File: src/rtl/fp_cmp_pipe.sv
// Two-stage pipelined IEEE-754-style compare / min / max unit.
// Stage 1 classifies both operands; stage 2 forms the result and invalid flag.
module fp_cmp_pipe #(
  parameter int EXP_W = 8,
  parameter int MAN_W = 23,
  localparam int W = 1 + EXP_W + MAN_W
) (
  input  logic         clk,
  input  logic         rst,
  input  logic         in_valid,
  output logic         in_ready,
  input  logic [W-1:0] fp_a,
  input  logic [W-1:0] fp_b,
  input  logic [2:0]   op,
  output logic         out_valid,
  input  logic         out_ready,
  output logic [W-1:0] result,
  output logic         nv
);

  localparam logic [2:0] OP_LT  = 3'b000;
  localparam logic [2:0] OP_LE  = 3'b001;
  localparam logic [2:0] OP_EQ  = 3'b010;
  localparam logic [2:0] OP_MIN = 3'b011;
  localparam logic [2:0] OP_MAX = 3'b100;

  localparam logic [W-1:0] CANON_NAN = {1'b0, {EXP_W{1'b1}}, 1'b1, {(MAN_W-1){1'b0}}};

  // Operand classification (combinational, registered into stage 1)
  logic [EXP_W-1:0] a_exp, b_exp;
  logic [MAN_W-1:0] a_frac, b_frac;
  logic a_exp_ones, b_exp_ones, a_frac_nz, b_frac_nz;

  assign a_exp      = fp_a[W-2 -: EXP_W];
  assign b_exp      = fp_b[W-2 -: EXP_W];
  assign a_frac     = fp_a[MAN_W-1:0];
  assign b_frac     = fp_b[MAN_W-1:0];
  assign a_exp_ones = &a_exp;
  assign b_exp_ones = &b_exp;
  assign a_frac_nz  = |a_frac;
  assign b_frac_nz  = |b_frac;

  logic         s1_valid, s2_valid;
  logic [2:0]   s1_op;
  logic [W-1:0] s1_a, s1_b;
  logic         s1_sa, s1_sb, s1_za, s1_zb, s1_ia, s1_ib;
  logic         s1_qa, s1_qb, s1_sna, s1_snb;
  logic         s1_mag_lt, s1_mag_eq;

  logic accept, s2_adv, s2_drain;

  assign in_ready  = !s1_valid || !s2_valid || out_ready;
  assign accept    = in_valid && in_ready;
  assign s2_adv    = s1_valid && (!s2_valid || out_ready);
  assign s2_drain  = s2_valid && out_ready;
  assign out_valid = s2_valid;

  // Stage 2 result logic
  logic a_nan, b_nan, any_nan, any_snan, both_zero;
  logic ord_lt, val_lt, val_eq;
  logic [W-1:0] nxt_result;
  logic         nxt_nv;

  always_comb begin
    a_nan     = s1_qa || s1_sna;
    b_nan     = s1_qb || s1_snb;
    any_nan   = a_nan || b_nan;
    any_snan  = s1_sna || s1_snb;
    both_zero = s1_za && s1_zb;

    // Total order on non-NaN values with -0 < +0; negatives order by reversed magnitude.
    if (s1_sa != s1_sb)
      ord_lt = s1_sa;
    else if (s1_ia || s1_ib)
      ord_lt = s1_sa ? (s1_ia && !s1_ib) : (s1_ib && !s1_ia);
    else
      ord_lt = s1_sa ? (!s1_mag_lt && !s1_mag_eq) : s1_mag_lt;

    val_lt = !both_zero && ord_lt;
    val_eq = both_zero || (s1_mag_eq && (s1_sa == s1_sb));

    nxt_result = '0;
    nxt_nv     = 1'b0;
    case (s1_op)
      OP_LT: begin
        nxt_result[0] = !any_nan && val_lt;
        nxt_nv        = any_nan;
      end
      OP_LE: begin
        nxt_result[0] = !any_nan && (val_lt || val_eq);
        nxt_nv        = any_nan;
      end
      OP_EQ: begin
        nxt_result[0] = !any_nan && val_eq;
        nxt_nv        = any_snan;
      end
      OP_MIN, OP_MAX: begin
        if (a_nan && b_nan)
          nxt_result = CANON_NAN;
        else if (a_nan)
          nxt_result = s1_b;
        else if (b_nan)
          nxt_result = s1_a;
        else if (s1_op == OP_MIN)
          nxt_result = ord_lt ? s1_a : s1_b;
        else
          nxt_result = ord_lt ? s1_b : s1_a;
        nxt_nv = any_snan;
      end
      default: begin
        nxt_result = '0;
        nxt_nv     = 1'b1;
      end
    endcase
  end

  always_ff @(posedge clk or posedge rst) begin
    if (rst) begin
      s1_valid  <= 1'b0;
      s2_valid  <= 1'b0;
      s1_op     <= '0;
      s1_a      <= '0;
      s1_b      <= '0;
      s1_sa     <= 1'b0;
      s1_sb     <= 1'b0;
      s1_za     <= 1'b0;
      s1_zb     <= 1'b0;
      s1_ia     <= 1'b0;
      s1_ib     <= 1'b0;
      s1_qa     <= 1'b0;
      s1_qb     <= 1'b0;
      s1_sna    <= 1'b0;
      s1_snb    <= 1'b0;
      s1_mag_lt <= 1'b0;
      s1_mag_eq <= 1'b0;
      result    <= '0;
      nv        <= 1'b0;
    end else begin
      if (accept)
        s1_valid <= 1'b1;
      else if (s2_adv)
        s1_valid <= 1'b0;

      if (s2_adv)
        s2_valid <= 1'b1;
      else if (s2_drain)
        s2_valid <= 1'b0;

      if (accept) begin
        s1_op     <= op;
        s1_a      <= fp_a;
        s1_b      <= fp_b;
        s1_sa     <= fp_a[W-1];
        s1_sb     <= fp_b[W-1];
        s1_za     <= (a_exp == '0) && !a_frac_nz;
        s1_zb     <= (b_exp == '0) && !b_frac_nz;
        s1_ia     <= a_exp_ones && !a_frac_nz;
        s1_ib     <= b_exp_ones && !b_frac_nz;
        s1_qa     <= a_exp_ones && a_frac[MAN_W-1];
        s1_qb     <= b_exp_ones && b_frac[MAN_W-1];
        s1_sna    <= a_exp_ones && a_frac_nz && !a_frac[MAN_W-1];
        s1_snb    <= b_exp_ones && b_frac_nz && !b_frac[MAN_W-1];
        s1_mag_lt <= fp_a[W-2:0] < fp_b[W-2:0];
        s1_mag_eq <= fp_a[W-2:0] == fp_b[W-2:0];
      end

      if (s2_adv) begin
        result <= nxt_result;
        nv     <= nxt_nv;
      end
    end
  end

endmodule

File: config.mk
export PLATFORM = sky130hd
export DESIGN_NAME = fp_cmp_pipe
export DESIGN_NICKNAME = d
export VERILOG_FILES = /design/src/rtl/fp_cmp_pipe.sv
export SDC_FILE = /design/constraint.sdc
export NUM_CORES = 1
export LEC_CHECK = 0
export ABC_CLOCK_PERIOD_IN_PS = 6600
export CAP_MARGIN = 0
export CORE_MARGIN = 2
export CORE_UTILIZATION = 30
export DETAILED_ROUTE_END_ITERATION = 10
export GPL_TIMING_DRIVEN = 0
export PLACE_DENSITY = 0.59
export SLEW_MARGIN = 15
export SYNTH_ARGS = -nofsm -noshare
export SYNTH_HDL_FRONTEND = slang
export SYNTH_SLANG_ARGS = --single-unit
export TNS_END_PERCENT = 30
File: constraint.sdc
create_clock -name clk -period 6.6 [get_ports clk]
set_input_delay 1.65 -clock clk [delete_from_list [all_inputs] [get_ports clk]]
set_output_delay 1.65 -clock clk [all_outputs]
set_load 0.05 [all_outputs]
==> impl_metrics.tcl, run 1 <==
set metrics [dict create \
    status "complete, no violations" \
    core_um2 18580 \
    pre_cts_ws_ns 1.876 \
    worstHoldPathCells 2 \
    syn-instance-count 539 \
    clkTransAtPathRegs_ns 0.07 \
    rr_endpoint "result[9]$_DFFE_PP0P_" \
    power_density_nw_per_um2 281.8 \
    critical_path.top_delay_family "buffers and inverters" \
    via_per_inst 5.076 \
    crit_arrival_ns 3.07 \
    yosysSeqAreaShare 0.4965 \
    grt_pass1_wl_mm 24.92 \
    synth_top_family_by_area "simple AND/OR/NAND/NOR gates" \
    clock_power_share 0.280 \
    die_area_um2 19930 \
    hp-start "s1_b[2]$_DFFE_PP0P_" \
    relSlewSlack 0.5282 \
    final_common_cell "dfrtp_1" \
    gp_congestion 0.8631 \
    cts_buffers 9 \
    reg2reg_from "s1_a[31]$_DFFE_PP0P_" \
    initial_core_util 0.3038 \
    fin_ws_ns 1.875 \
    placedCellCount 879 \
    crit_type "input port to output pin" \
    hold_class "flop to flop" \
    dp_hpwl_mm 12.07 \
    rsz0062_at_grt "no" \
    die_w_um 141.2 \
    synth-warning-count 0 \
    row_count 50 \
    cp-end-kind "output pin" \
    p_switching_uw 686.0 \
    overflow 0 \
    critical_path_required_ns 4.95 \
    synth-xor-area-share 0 \
    holdBufCountCts 0 \
    path_buf_inv 2 \
    crit_chain "clkdlybuf4s50_1, nand3b_1, clkdlybuf4s50_1" \
    final_cell_mix "112 x dfrtp_1, 105 x clkdlybuf4s50_1, 77 x nand2_1, 44 x o21ai_0" \
    ir_worst_vdd_v 0.0001368 \
    slew_viol_final 0 \
    total_power_uw 2067 \
    cts_tree "built" \
    stdcell_count 895 \
    synthAdderAreaFrac 0.07314 \
    finalClockSkew_ns 0.008514 \
    cap_violations 0 \
    n_antenna_cell 0 \
    fin_nets 760 \
    grt_max_degree 77 \
    whs_endpoint "s1_b[2]$_DFFE_PP0P_" \
    reg2reg_slack_ns 4.03 \
    min_period_over_period 0.7159 \
    p_sw_frac 0.3319 \
    ys_ff_latch 112 \
    drt_iter0_markers 254 \
    ant_nets 0 \
    p_leak_uw 0.003205 \
    synth_cell_types 42 \
    clk_latency_ns 0.36 \
    p_seq_frac 0.409 \
    synthMuxAreaShare 0.1108 \
    p_int_uw 1381 \
    crit_path_start_kind "input port" \
    fin_crit_ns 4.725 \
    cts_setup_buffers 0 \
    portBuffers 105 \
    ios 106 \
    h-tree-depth 3 \
    async_flop_share 1.000 \
    fp.dieH_um 141.2 \
    synth_flop_cell "dfrtp_1" \
    grt_usage 0.1610 \
    synth-compound-area-share 0.1305 \
    synthSimpleGateAreaFrac 0.1372 \
    grt_pass1_vias 4706 \
    layout-drive-gt1-share 0.1059 \
    antenna_found_initial 0 \
    first_pass_iters 5 \
    setup_viol 0 \
    drt-total-wl_mm 15.58 \
    tritoncts_num_sinks 112 \
    vias 4543 \
    cpMostUsedCell "clkdlybuf4s50_1" \
    worstRegToRegCells 8 \
    wl_per_cell_um 17.41 \
    worst_pin_slew_ns 0.7077 \
    max_freq_mhz 211.7 \
    synth_area_um2 5645 \
    combPwrFrac 0.311 \
    crit_fanout 3 \
    synth-edff-count 0 \
    layout-area-overhead-vs-synth_pct 29.92 \
    clockBufferDepth 2 \
    cts_resized 0 \
    final-hold-violation-count 0 \
    synth_fp_nets 643 \
    crit_path_max_incr_delay_ns 0.81 \
    avgSynthCellArea_um2 10.47 \
    cp_slowest_cell "clkdlybuf4s50_1" \
    route.detailed.drc 0 \
    tns_ns 0 \
    cts.root.buffer_cell "clkbuf_16" \
]
## kinds of logic after synthesis
group / after synthesis
muxes: 58
buffers and inverters: 61
adders and majority gates: 33
and+or+nand+nor: 161
AOI/OAI and AO/OA: 114
DFF: 112
## through the flow
step,cell area [um^2],hold WS (ns),util
6_report,7335,0.4795,0.3947
5_1_grt,7335,0.5075,0.3947
4_1_cts,7335,0.4850,0.3947
3_5_place_dp,7022,0.4698,0.3779
3_3_place_gp,6989,0.4633,0.3762
2_1_floorplan,5645,0.4492,-
## final cells by class
| class | count | area, um^2 |
|---|---|---|
| inverters | 37 | 143.9 |
| repair buffers | 106 | 1079 |
| fillers | 1801 | 11250 |
| well taps | 234 | 292.8 |
| clock inverters | 6 | 83.83 |
| plain buffers | 24 | 153.9 |
| flip-flops and latches | 112 | 2803 |
| multi-input cells | 366 | 2550 |
| clock buffers | 10 | 229.0 |
## worst register-to-register path: stages (launching register included)
cell and delay (ns):
dfrtp_1 0.47, inv_1 0.08, ha_1 0.33, or4_4 0.50, a21o_1 0.20, a31oi_4 0.32, buf_8 0.22, mux2i_1 0.23
o21ai_1 0.08
## sequential cells by signal (all words and copies together) (netlist names), 3 cells and up
name / cells
s1_a: 32
s1_op: 3
result: 32
s1_b: 32
## synth_stat cells, types with 8 or more instances
master	count	area share
dfrtp_1	112	0.50
nand2_1	77	0.051
o21ai_0	44	0.039
inv_1	37	0.025
mux2_2	36	0.072
ha_1	33	0.073
nor4_1	24	0.027
mux2i_1	22	0.039
o21ai_1	21	0.019
nor2_1	13	0.0086
nand4_1	12	0.013
a21oi_1	11	0.0098
nor2b_1	10	0.011
buf_1	8	0.0053
## power groups by stage
stage | Combinational [uW] | Sequential (uW) | Clock, uW
3_5_place_dp | 647 | 858 | 0
6_report | 643 | 845 | 580
2_1_floorplan | 287 | 982 | 0
3_3_place_gp | 633 | 853 | 0
5_1_grt | 691 | 858 | 622
4_1_cts | 650 | 845 | 592
## how the worst max path moves through the flow
| stage | startpoint | cells after the start | end | slack (ns) |
|---|---|---|---|---|
| 5_1_grt | out_ready | 3 | in_ready | 1.83 |
| 6_report | out_ready | 3 | in_ready | 1.88 |
| 4_1_cts | out_ready | 3 | in_ready | 1.87 |
| 3_3_place_gp | rst | 2 | out_valid$_DFFE_PP0P_ | 0.45 |
| 3_5_place_dp | out_ready | 3 | in_ready | 1.88 |
| 2_1_floorplan | rst | 1 | nv$_DFFE_PP0P_ | 1.99 |
## routing by layer
layer	global-route usage	share of wire	wire (um)
met5	0	0	0
met4	0.04421	0.014	225
met3	0.03770	0.052	812
met2	0.2813	0.50	7761
met1	0.1994	0.44	6783
(Power assumes the default switching activity.)
==> run 2, diff against run 1 <==
Settings changed: ABC_CLOCK_PERIOD_IN_PS 6600 to 4400.
Clock period 6.6 ns to 4.4 ns, I/O delays scaled along.
==> results of run 2 <==
The final DEF is identical to that of run 1. Status: complete, no violations.
Main changes from that run: setup slack after placement 1.876 ns -> 0.7756 ns; setup slack after layout 1.875 ns -> 0.7753 ns; register-to-register setup slack 4.03 ns -> 1.83 ns; total power 2067 uW -> 3100 uW; worst IR drop on VDD 0.0001368 V -> 0.0002052 V
==> run 3, diff against run 2 <==
Settings changed: ABC_CLOCK_PERIOD_IN_PS 4400 to 3500.
Clock period 4.4 ns to 3.5 ns, I/O delays scaled along.
==> run 3 against run 2 <==
Net effect: sequential power grew 25%; count of clock-buffer cells in the layout grew 1; non-clock buffer count grew 2; routed wire length shrank 0.40%; cell area grew 0.34%; utilization grew 0.13 points; setup slack lost 0.44 ns; critical path depth is the same; largest cell class unchanged.
==> impl_metrics.tcl, run 3 (same netlist as run 1, synthesis figures left out) <==
set metrics [dict create \
    status "complete, no violations" \
    grt_usage 0.1608 \
    p_sw_frac 0.3398 \
    worst_pin_slew_ns 0.7097 \
    layout-area-overhead-vs-synth_pct 30.36 \
    cpMostUsedCell "clkdlybuf4s50_1" \
    h-tree-depth 3 \
    cts_buffers 9 \
    slew_viol_final 0 \
    clk_latency_ns 0.36 \
    row_count 50 \
    relSlewSlack 0.5269 \
    setup_viol 0 \
    initial_core_util 0.3038 \
    antenna_found_initial 0 \
    fin_crit_ns 3.166 \
    layout-drive-gt1-share 0.1071 \
    clockBufferDepth 2 \
    die_w_um 141.2 \
    die_area_um2 19930 \
    cap_violations 0 \
    final_cell_area_um2 7360 \
    holdBufCountCts 0 \
    clkTransAtPathRegs_ns 0.07 \
    first_pass_iters 4 \
    cp-end-kind "output pin" \
    crit_type "input port to output pin" \
    reg2reg_slack_ns 0.96 \
    grt_pass1_wl_mm 24.78 \
    holdWs_ns 0.4810 \
    crit_fanout 3 \
    total_power_uw 3857 \
    place_area_um2 7061 \
    portBuffers 105 \
    crit_path_start_kind "input port" \
    cts_resized 0 \
    grt_pass1_vias 4685 \
    p_int_uw 2546 \
    n_antenna_cell 0 \
    overflow 0 \
    crit_chain "clkdlybuf4s50_1, nand3b_1, clkdlybuf4s50_1" \
    grt_max_degree 37 \
    ios 106 \
    critical_path_required_ns 2.62 \
    vias 4490 \
    final_common_cell "dfrtp_1" \
    tritoncts_num_sinks 112 \
    rsz0062_at_grt "no" \
    placedCellCount 881 \
    min_period_over_period 0.9046 \
    fp.dieH_um 141.2 \
    ir_worst_vdd_v 0.0002430 \
    core_um2 18580 \
    clock_power_share 0.273 \
    wl_per_cell_um 17.30 \
    crit_arrival_ns 2.29 \
    cp_slowest_cell "clkdlybuf4s50_1" \
    power_density_nw_per_um2 524.1 \
    cts_setup_buffers 0 \
    stdcell_count 897 \
    p_switching_uw 1311 \
    final_cell_mix "112 x dfrtp_1, 105 x clkdlybuf4s50_1, 77 x nand2_1, 44 x o21ai_0" \
    drt_iter0_markers 271 \
    max_freq_mhz 315.8 \
    final-hold-violation-count 0 \
    cts.root.buffer_cell "clkbuf_16" \
    p_seq_frac 0.413 \
    gp_congestion 0.8696 \
    combPwrFrac 0.314 \
    route.detailed.drc 0 \
    via_per_inst 5.006 \
    crit_path_max_incr_delay_ns 0.81 \
    dp_hpwl_mm 12.18 \
    fin_nets 762 \
    finalClockSkew_ns 0.008593 \
    drt-total-wl_mm 15.52 \
    cts_tree "built" \
    p_leak_uw 0.003205 \
    tns_ns 0 \
    ant_nets 0 \
    hold_class "flop to flop" \
    top_regs "result (32), s1_a (32), s1_b (32)" \
]
run 3: cell count changes in the layout (fill, tap and decap cells not counted), sizes merged:
| cell | previous run | this run |
|---|---|---|
| buf | 13 | 15 |
| clkinv | 4 | 2 |
| clkinvlp | 0 | 2 |
| bufinv | 2 | 1 |
| clkbuf | 19 | 20 |
run 3: power groups by stage:
stage	clock (uW)	combinational [uW]	sequential, uW
2_1_floorplan	0	542	1850
3_3_place_gp	0	1190	1610
3_5_place_dp	0	1220	1620
4_1_cts	1090	1230	1590
5_1_grt	1140	1310	1620
6_report	1050	1210	1590
run 3: stage by stage:
| step | worst slack, ns | util |
|---|---|---|
| detailed placement | 0.2250 | 0.3800 |
| floorplan | 0.9548 | - |
| CTS | 0.3256 | 0.3961 |
| finish | 0.3338 | 0.3961 |
| global route | 0.2748 | 0.3961 |
| global placement | 0.1986 | 0.3764 |
run 3: final cells by class:
cell class,instances,area (um^2)
Clock inverter,5,66.31
Clock buffer,11,232.7
Inverter,37,142.6
Fill cell,1795,11220
Buffer,24,153.9
Timing Repair Buffer,108,1119
Tap cell,234,292.8
Multi-Input combinational cell,366,2550
Sequential cell,112,2803
run 3: worst paths after layout:
check,depth (start not counted),endpoint,startpoint
setup reg to reg,8,result[9]$_DFFE_PP0P_,s1_a[31]$_DFFE_PP0P_
min in group asynchronous,2,result[19]$_DFFE_PP0P_,rst
setup / recovery,3,in_ready,out_ready
hold reg to reg,2,s1_a[0]$_DFFE_PP0P_,s1_a[0]$_DFFE_PP0P_
hold / removal,2,s1_a[0]$_DFFE_PP0P_,s1_a[0]$_DFFE_PP0P_
max in group asynchronous,4,result[4]$_DFFE_PP0P_,rst
run 3: routing by layer:
metal	share of wire	vias to the layer above	global-route usage
met5	0	-	0
met4	0.020	0	0.06895
met3	0.043	20	0.03057
met2	0.49	98	0.2672
met1	0.45	2218	0.2050
li1	-	2154	-
run 3: critical path, delay by kind of cell:
| family | cells | cell delay [ns] |
|---|---|---|
| buffers and inverters | 2 | 1.27 |
| AND/OR/NAND/NOR | 1 | 0.14 |
